[src/rtl/pong_serve_rng.sv]
// Random serve generator: free-running 16-bit Fibonacci LFSR plus a small FSM that
// turns an LFSR snapshot into a serve direction and a start row folded into 0..Y_MAX.
module pong_serve_rng #(
  parameter int                LFSR_W = 16,
  parameter logic [LFSR_W-1:0] SEED   = 16'hACE1,
  parameter int                Y_W    = 10,
  parameter int                Y_MAX  = 440
) (
  input  logic              clk,
  input  logic              rst_n,
  input  logic              serve_req,
  input  logic              seed_load,
  input  logic [LFSR_W-1:0] seed_in,
  output logic              rnd_bit,
  output logic              busy,
  output logic              serve_valid,
  output logic              dir_x,
  output logic              dir_y,
  output logic [Y_W-1:0]    y_start
);

  typedef enum logic {
    IDLE,
    REDUCE
  } state_t;

  // One extra bit on the remainder keeps the compare/subtract free of wrap-around.
  localparam logic [Y_W:0] REM_LIMIT = (Y_W+1)'(Y_MAX);
  localparam logic [Y_W:0] REM_MOD   = (Y_W+1)'(Y_MAX + 1);

  state_t            state_reg;
  logic [LFSR_W-1:0] lfsr_reg;
  logic [LFSR_W-1:0] lfsr_next;
  logic [LFSR_W-1:0] lfsr_step;
  logic              fb;
  logic [Y_W:0]      rem_reg;
  logic              dx_reg;
  logic              dy_reg;

  assign fb        = lfsr_reg[LFSR_W-1] ^ lfsr_reg[LFSR_W-3] ^ lfsr_reg[LFSR_W-4] ^ lfsr_reg[LFSR_W-6];
  assign lfsr_step = {lfsr_reg[LFSR_W-2:0], fb};

  // A zero seed would lock the LFSR, so it is replaced by the reset seed.
  always_comb begin
    lfsr_next = lfsr_step;
    if (seed_load) begin
      lfsr_next = (seed_in != '0) ? seed_in : SEED;
    end
  end

  assign rnd_bit = lfsr_reg[LFSR_W-1];
  assign busy    = (state_reg == REDUCE);

  always_ff @(posedge clk or negedge rst_n) begin
    if (!rst_n) begin
      lfsr_reg    <= SEED;
      state_reg   <= IDLE;
      rem_reg     <= '0;
      dx_reg      <= 1'b0;
      dy_reg      <= 1'b0;
      serve_valid <= 1'b0;
      dir_x       <= 1'b0;
      dir_y       <= 1'b0;
      y_start     <= '0;
    end else begin
      lfsr_reg    <= lfsr_next;
      serve_valid <= 1'b0;
      if (state_reg == IDLE) begin
        // Snapshot is the pre-advance value, even when a seed is loaded this edge.
        if (serve_req) begin
          dx_reg    <= lfsr_reg[0];
          dy_reg    <= lfsr_reg[1];
          rem_reg   <= {1'b0, lfsr_reg[LFSR_W-1 -: Y_W]};
          state_reg <= REDUCE;
        end
      end else begin
        if (rem_reg > REM_LIMIT) begin
          rem_reg <= rem_reg - REM_MOD;
        end else begin
          y_start     <= rem_reg[Y_W-1:0];
          dir_x       <= dx_reg;
          dir_y       <= dy_reg;
          serve_valid <= 1'b1;
          state_reg   <= IDLE;
        end
      end
    end
  end

endmodule

[config.mk]
export PLATFORM = sky130hd
export DESIGN_NAME = pong_serve_rng
export DESIGN_NICKNAME = d
export VERILOG_FILES = /design/src/rtl/pong_serve_rng.sv
export SDC_FILE = /design/constraint.sdc
export NUM_CORES = 1
export LEC_CHECK = 0
export CELL_PAD_IN_SITES_DETAIL_PLACEMENT = 1
export CELL_PAD_IN_SITES_GLOBAL_PLACEMENT = 2
export CORE_MARGIN = 2
export CORE_UTILIZATION = 37
export DETAILED_ROUTE_END_ITERATION = 7
export PLACE_DENSITY = 0.8
export SLEW_MARGIN = 20
export SYNTH_ARGS = -nofsm -noshare
export SYNTH_HDL_FRONTEND = slang
export SYNTH_SLANG_ARGS = --single-unit
[constraint.sdc]
create_clock -name clk -period 4.8 [get_ports clk]
set_input_delay 0.96 -clock clk [delete_from_list [all_inputs] [get_ports clk]]
set_output_delay 0.96 -clock clk [all_outputs]
set_load 0.03 [all_outputs]
# [Word-level counts from Yosys, hierarchy flattened]
# Index checks and enable logic that the tools add are counted.
[totals] inputBits=20 out_inout_bits=15 reg_bits=43
[classes] bitwise_logic=5 n_addsub=1 n_reduce_logical=5 n_mux=10 eq_ne=1 order_cmp=1
[op_table] cell="$mux W11" count=3
[op_table] cell="$mux W16" count=2
[op_table] cell="$reduce_bool A16 Y1" count=1
[op_table] cell="$gt A11 B9 Y1 const B" count=1
[op_table] cell="$sub A11 B9 Y11 const B" count=1
[op_table] cell="$reduce_and A2 Y1" count=3
[op_table] cell="$mux W1" count=5
[op_table] cell="$xor A1 B1 Y1" count=3
[op_table] cell="$ne A2 B1 Y1 const B" count=1
[op_table] cell="$not A1 Y1" count=2
[op_table] cell="$reduce_bool A2 Y1" count=1

# [Depth between registers and ports, before layout]
# Gate-level depths: netlist of the first run.
[logic_depth] ltp_word=4 mapped_depth=7 mapped_depth_nobuf=7

# [Least setup slack after synthesis of the first run]
# No wires, ideal clock.
[synth_path] path_type="input port to flip-flop" startpoint="in seed_load" endpoint="reg lfsr_reg[12]" slack_ns=2.791 t_arrival_ns=1.884 stages=3 t_required_ns=4.675 path_buffers=2 cell_sequence="clkbuf_1 -> clkbuf_1 -> mux2_2"
[synth_between] elab_chain_len=1
[synth_lines] element="from (decl)" line_no="12" text="input logic seed_load,"
[synth_lines] element="$mux W16" line_no="46" text="if (seed_load) begin"
[synth_lines] element="via lfsr_next[12]" line_no="33" text="logic [LFSR_W-1:0] lfsr_next;"
[synth_lines] element="to (signal assigned)" line_no="66" text="lfsr_reg <= lfsr_next;"
[synth_lines] element="to (decl)" line_no="32" text="logic [LFSR_W-1:0] lfsr_reg;"
# The timed path passes the listed nets, and every way through them passes these cells.
# A chain may end at the register's enable or synchronous reset.

# [Worst setup path in the final report of the first run]
[layout_path] startpoint="reg state_reg (netlist: busy)" endpoint="out busy"
[layout_lines] element="from (decl)" line_no="31" text="state_t state_reg;"
[layout_lines] element="from (signal assigned)" line_no="57" text="state_reg <= IDLE;"
[layout_lines] element="from (signal assigned)" line_no="74" text="state_reg <= REDUCE;"
[layout_lines] element="from (signal assigned)" line_no="84" text="state_reg <= IDLE;"
[layout_lines] element="to (decl)" line_no="15" text="output logic busy,"
# No word-level cell between the ends.

==> flow_metrics.py, run 1 <==
metrics = {
    "power": {
        "switching_share": 0.3753,
        "p_seq_frac": 0.360,
        "power_frac_comb": 0.448,
        "p_clk_frac": 0.192,
        "leakage_nw": 1.029,
        "p_int_w": 0.001081,
        "pwr_density_cell_nw_per_um2": 686.9,
        "ir_drop_uv": 200.9,
        "p_sw_w": 0.0006495,
    },
    "global_route": {
        "grt_first_pass_wirelength_um": 7700,
        "grt_usage": 0.1634,
        "antenna_found_initial": 0,
        "grt_max_degree": 44,
        "grt_pass1_vias": 1584,
        "gr-total-overflow": 0,
    },
    "status": {
        "run_status": "completed",
    },
    "synthesis": {
        "synth_top_family_by_area": "compound AO/OA/AOI/OAI gates",
        "yosys.area_share.adder": 0.006274,
        "synthMuxAreaShare": 0.1355,
        "synth_seq_cells": 43,
        "synth-simple-area-share": 0.1255,
        "synth-compound-area-share": 0.1455,
        "synth-edff-count": 0,
        "syn-instance-count": 161,
        "yosysWarnings": 0,
        "synth_xor_area_frac": 0.02196,
        "netlist_area_um2": 1994,
        "synth.distinct_cells": 39,
        "synth_top_flop_cell": "dfrtp_1",
        "ys_seq_area_frac": 0.5445,
        "syn-num-nets": 182,
        "syn_area_per_cell_um2": 12.39,
        "async_reset_ff_frac": 1.000,
    },
    "placement": {
        "dp_hpwl_um": 3270,
        "portBuffers": 34,
        "gp_congestion": 0.7865,
    },
    "run": {
        "cap_violations": 0,
    },
    "floorplan": {
        "rows": 26,
        "die_w_um": 77.42,
        "dieArea_um2": 5994,
        "die_y_um": 77.42,
        "num_io_pins": 35,
        "core_area_um2": 5140,
        "start_util": 0.3880,
    },
    "finish": {
        "antenna_cells": 0,
        "area_delta_synth_final_pct": 26.35,
        "multiInputGateArea_um2": 867.1,
        "drive_above_1_share": 0.2234,
        "largest_reg_flops": 16,
        "fill_cells": 564,
        "postLayoutCoreUtil": 0.4903,
        "register_area_um2": 1086,
        "nNetsFinal": 217,
    },
    "clock_tree": {
        "clkLatencyLatePin_ps": 300,
        "cts_buffers": 5,
        "postCtsSetupRepairBufs": 0,
        "htreeDepth": 2,
        "cts_tree": "done",
        "ctsHoldBuffers": 0,
        "cts.sinks": 43,
        "clkSlewWorstSetupHoldPaths_ps": 80,
        "clockBufferDepth": 2,
        "clock-root-buffer": "clkbuf_8",
        "post_cts_resized": 0,
    },
    "route": {
        "viasPerCell": 5.258,
        "dr.pass1.iters": 4,
        "drt_iter0_drc": 63,
        "wl_per_cell_um": 16.74,
        "post-route-drc-count": 0,
        "wirelength_um": 4469,
        "vias": 1404,
        "drtAntennaViolNets": 0,
    },
    "setup_path": {
        "cp_slowest_cell": "clkdlybuf4s50_1",
        "cp.required_ps": 3840,
        "critPathKind": "flop to primary output",
        "cp_max_fo": 22,
        "crit_buf_inv": 1,
        "path_delay_family": "buffers and inverters",
        "cpPeakStageDelay_ps": 810,
        "crit_arrival_ps": 1910,
        "worstSetupEndpointType": "primary output",
        "critPathLaunchType": "flop",
        "crit_chain": "clkdlybuf4s50_1",
    },
    "sta": {
        "max_freq_mhz": 348.9,
        "worst_slew_pin_slew_ps": 943.4,
        "period_share": 0.5972,
        "relSlewSlack": 0.3711,
        "setup_viol_count_final": 0,
        "drv_slew": 0,
        "tns_ps": 0,
        "finalClockSkew_ps": 4.281,
        "hold_viol": 0,
        "rsz0062_at_grt": "false",
        "fin_crit_ps": 2866,
    },
    "min_path": {
        "holdCritPathClass": "flop to flop",
    },
}
==> per-stage QoR <==
stage | cells | setup slack (ps) | cell area [um^2] | power, W | hold slack (ps)
2_1_floorplan | 161 | 2791 | 1994 | 0.001168 | 434.8
3_3_place_gp | 259 | 2264 | 2387 | 0.001383 | 459.4
3_5_place_dp | 259 | 2164 | 2387 | 0.001409 | 472.2
4_1_cts | 267 | 1933 | 2520 | 0.001749 | 491.4
5_1_grt | 267 | 1840 | 2520 | 0.001849 | 513.2
6_report | 267 | 1934 | 2520 | 0.001731 | 486.8
==> cell families after synthesis <==
| logic type | after synthesis |
|---|---|
| AOI/OAI and AO/OA | 37 |
| and+or+nand+nor | 44 |
| adders and majority gates | 1 |
| DFF | 43 |
| buffers and inverters | 9 |
| xor gates and xnor gates | 5 |
| muxes | 22 |
==> metal layers <==
layer / up-vias / GRT usage / part of all wire
met3: 6 / 0.04535 / 0.052
li1: 665 / - / -
met5: - / 0 / 0
met2: 37 / 0.2800 / 0.49
met1: 696 / 0.2024 / 0.44
met4: 0 / 0.04464 / 0.012
==> path summary, 6_finish.rpt <==
path                                                to  depth (start not counted)  slack (ps)          startpoint
worst min-delay path                dy_reg$_DFFE_PN0P_                          2         490  dy_reg$_DFFE_PN0P_
worst max register to register  rem_reg[6]$_DFFE_PN0P_                          4        2730      busy$_DFF_PN0_
max in group asynchronous            dir_y$_DFFE_PN0P_                          1        3420               rst_n
worst min register to register      dy_reg$_DFFE_PN0P_                          2         490  dy_reg$_DFFE_PN0P_
min in group asynchronous       y_start[7]$_DFFE_PN0P_                          1         800               rst_n
worst max-delay path                              busy                          1        1930      busy$_DFF_PN0_
==> layout make-up <==
| type | count | area share |
|---|---|---|
| Clock inverter | 2 | 0.02383 |
| Inverter | 3 | 0.004469 |
| Sequential cell | 43 | 0.4310 |
| Timing Repair Buffer | 34 | 0.1331 |
| Clock buffer | 6 | 0.02880 |
| Tap cell | 70 | 0.03476 |
| Multi-Input combinational cell | 109 | 0.3441 |
==> worst reg2reg max path: cells and delay by family (launching register included) <==
family / cells / cell delay [ps]
flip-flops: 1 / 790
AND/OR/NAND/NOR: 2 / 630
AO/OA/AOI/OAI: 2 / 540
==> cell usage after synthesis, types with 4 or more instances <==
library cell,count,share of area
a21oi_1,10,0.025
clkbuf_1,5,0.0094
dfrtp_1,35,0.44
dfstp_2,8,0.11
mux2_2,12,0.068
mux2_4,7,0.053
nand2_1,13,0.024
nand3_1,5,0.013
nor2b_1,5,0.016
nor4_1,4,0.013
o21ai_0,4,0.010
o22a_1,9,0.040
xnor2_1,4,0.018
==> placed cells by master (no fill, tap or decap), drive strengths merged, types with 2 or more instances in the layout <==
master and n:
o221a 3, bufinv 2, nand3 5, nor4 4, a311oi 2, nand4 2
dfstp 8, nor2 5, nor3b 2, o21ai 4, mux2i 3, o22a 9
and3 2, nand2 13, nor2b 5, clkbuf 6, a211oi 2, a21oi 10
mux2 19, xnor2 4, dfrtp 35, clkdlybuf4s50 33, inv 3, or3 2
==> power groups by stage <==
| stage | combinational (W) | sequential, W | clock, W |
|---|---|---|---|
| floorplan | 0.000478 | 0.000690 | 0 |
| global placement | 0.000758 | 0.000625 | 0 |
| detailed placement | 0.000777 | 0.000632 | 0 |
| finish | 0.000775 | 0.000624 | 0.000332 |
| CTS | 0.000782 | 0.000625 | 0.000342 |
| global route | 0.000840 | 0.000654 | 0.000354 |
(Power assumes the default switching activity.)
==> run 2: changes to the inputs <==
--- a/config.mk
+++ b/config.mk
@@ -8,9 +8,9 @@
 export CELL_PAD_IN_SITES_DETAIL_PLACEMENT = 1
 export CELL_PAD_IN_SITES_GLOBAL_PLACEMENT = 2
 export CORE_MARGIN = 2
-export CORE_UTILIZATION = 37
+export CORE_UTILIZATION = 35
 export DETAILED_ROUTE_END_ITERATION = 7
-export PLACE_DENSITY = 0.8
+export PLACE_DENSITY = 0.76
 export SLEW_MARGIN = 20
 export SYNTH_ARGS = -nofsm -noshare
 export SYNTH_HDL_FRONTEND = slang
==> constraint.sdc (replaced) <==
create_clock -name clk -period 2.9 [get_ports clk]
set_input_delay 0.58 -clock clk [delete_from_list [all_inputs] [get_ports clk]]
set_output_delay 0.58 -clock clk [all_outputs]
set_load 0.03 [all_outputs]
==> run 2 against run 1 <==
Flip-flop and latch count stayed put. Setup slack worse by 1100 ps. Critical path depth stayed put. Via count is 1.6% higher. Count of clock-buffer cells in the layout stayed put. Clock skew is 4.3 ps higher. Global-route usage is 1.1 points lower. Critical path type unchanged. Critical endpoint is now rnd_bit. Largest power group unchanged.
==> flow_metrics.py, run 2 (same netlist as run 1, synthesis figures left out) <==
metrics = {
    "setup_path": {
        "cp.required_ps": 2320,
        "r2r_slack_ps": 920,
        "critPathLaunchType": "flop",
        "cpPeakStageDelay_ps": 670,
        "critPathKind": "flop to primary output",
        "worstSetupEndpointType": "primary output",
        "crit_arrival_ps": 1530,
        "cp_max_fo": 3,
        "crit_buf_inv": 1,
        "crit_chain": "clkdlybuf4s50_1",
        "cp_slowest_cell": "clkdlybuf4s50_1",
        "path_delay_family": "buffers and inverters",
    },
    "finish": {
        "multiInputGateArea_um2": 867.1,
        "fill_cells": 581,
        "layout_commonest_cell": "dfrtp_1",
        "largest_reg_flops": 16,
        "nNetsFinal": 219,
        "register_area_um2": 1086,
        "drive_above_1_share": 0.2362,
        "final_cell_mix": "dfrtp_1, clkdlybuf4s50_1, nand2_1, mux2_2, a21oi_1",
        "final_cells": 271,
        "area_delta_synth_final_pct": 26.47,
        "antenna_cells": 0,
    },
    "global_route": {
        "grt.met2_usage": 0.2462,
        "grt_pass1_vias": 1521,
        "top_usage_layer": "met2",
        "gr-total-overflow": 0,
        "use_met1": 0.2010,
        "grt_first_pass_wirelength_um": 7479,
        "grt_usage": 0.1521,
        "grt_max_degree": 44,
        "antenna_found_initial": 0,
        "use_met3": 0.04412,
    },
    "placement": {
        "dp.cells": 263,
        "dp_hpwl_um": 3334,
        "portBuffers": 34,
        "gp_congestion": 0.8119,
    },
    "route": {
        "drtAntennaViolNets": 0,
        "wl_per_cell_um": 16.09,
        "drt_iter0_drc": 63,
        "wirelength_um": 4361,
        "vias": 1427,
        "dr.pass1.iters": 4,
        "post-route-drc-count": 0,
        "viasPerCell": 5.266,
    },
    "sta": {
        "finalClockSkew_ps": 8.548,
        "worst_slew_pin_slew_ps": 939.4,
        "max_freq_mhz": 474.8,
        "fin_crit_ps": 2106,
        "setup_viol_count_final": 0,
        "tns_ps": 0,
        "drv_slew": 0,
        "rsz0062_at_grt": "false",
        "period_share": 0.7263,
        "relSlewSlack": 0.3738,
        "hold_viol": 0,
    },
    "floorplan": {
        "num_io_pins": 35,
        "start_util": 0.3622,
        "die_y_um": 79.49,
        "core_area_um2": 5507,
        "dieArea_um2": 6318,
        "rows": 27,
        "die_w_um": 79.49,
    },
    "power": {
        "ir_drop_uv": 401.6,
        "pwr_density_cell_nw_per_um2": 1111,
        "leakage_nw": 1.034,
    },
    "min_path": {
        "holdCritPathClass": "primary input to asynchronous set/reset pin",
    },
    "clock_tree": {
        "cts.sinks": 43,
        "clockBufferDepth": 2,
        "clkSlewWorstSetupHoldPaths_ps": 80,
        "cts_tree": "done",
        "cts_buffers": 5,
        "clkLatencyLatePin_ps": 300,
        "postCtsSetupRepairBufs": 0,
        "htreeDepth": 2,
        "post_cts_resized": 0,
        "ctsHoldBuffers": 0,
        "clock-root-buffer": "clkbuf_8",
    },
    "status": {
        "run_status": "completed",
    },
    "run": {
        "cap_violations": 0,
    },
}
## run 2: final timing paths
kind,from,to,cells after the start
setup / recovery,lfsr_reg[15]$_DFF_PN1_,rnd_bit,1
hold / removal,rst_n,y_start[7]$_DFFE_PN0P_,1
setup reg to reg,rem_reg[0]$_DFFE_PN0P_,rem_reg[6]$_DFFE_PN0P_,7
hold reg to reg,lfsr_reg[4]$_DFF_PN0_,lfsr_reg[5]$_DFF_PN1_,1
max in group asynchronous,rst_n,rem_reg[6]$_DFFE_PN0P_,1
min in group clk,lfsr_reg[4]$_DFF_PN0_,lfsr_reg[5]$_DFF_PN1_,1
## run 2: layout make-up
type | instances | share of cell area
Multi-Input combinational cell | 109 | 0.3438
Timing Repair Buffer | 36 | 0.1389
Tap cell | 72 | 0.03571
Clock buffer | 6 | 0.03274
Clock inverter | 2 | 0.01389
Sequential cell | 43 | 0.4306
Inverter | 3 | 0.004464
## run 2: routing by layer
metal / share of wire / wire [um]
met1: 0.46 / 2016
met2: 0.48 / 2112
met3: 0.041 / 180
met4: 0.012 / 51
met5: 0 / 0
## run 2: report_power, final
part           internal [W]  switching (W)  leakage [nW]  total (W)
registers          0.000815       0.000187         0.491    0.00100
logic              0.000641       0.000677         0.482    0.00132
clock network      0.000279       0.000204        0.0612   0.000483
## run 2: per-stage QoR
step | worst slack [ps] | hold slack [ps] | util | instance area, um^2 | power, W
final | 793.8 | 417.0 | 0.4581 | 2522 | 0.002803
after global routing | 742.9 | 490.9 | 0.4581 | 2522 | 0.002998
after CTS | 786.0 | 464.3 | 0.4581 | 2522 | 0.002839
after detailed placement | 852.1 | 472.6 | 0.4367 | 2405 | 0.002348
after global placement | 866.2 | 469.0 | 0.4367 | 2405 | 0.002311
after floorplan | 1128 | 284.4 | - | 1994 | 0.001934
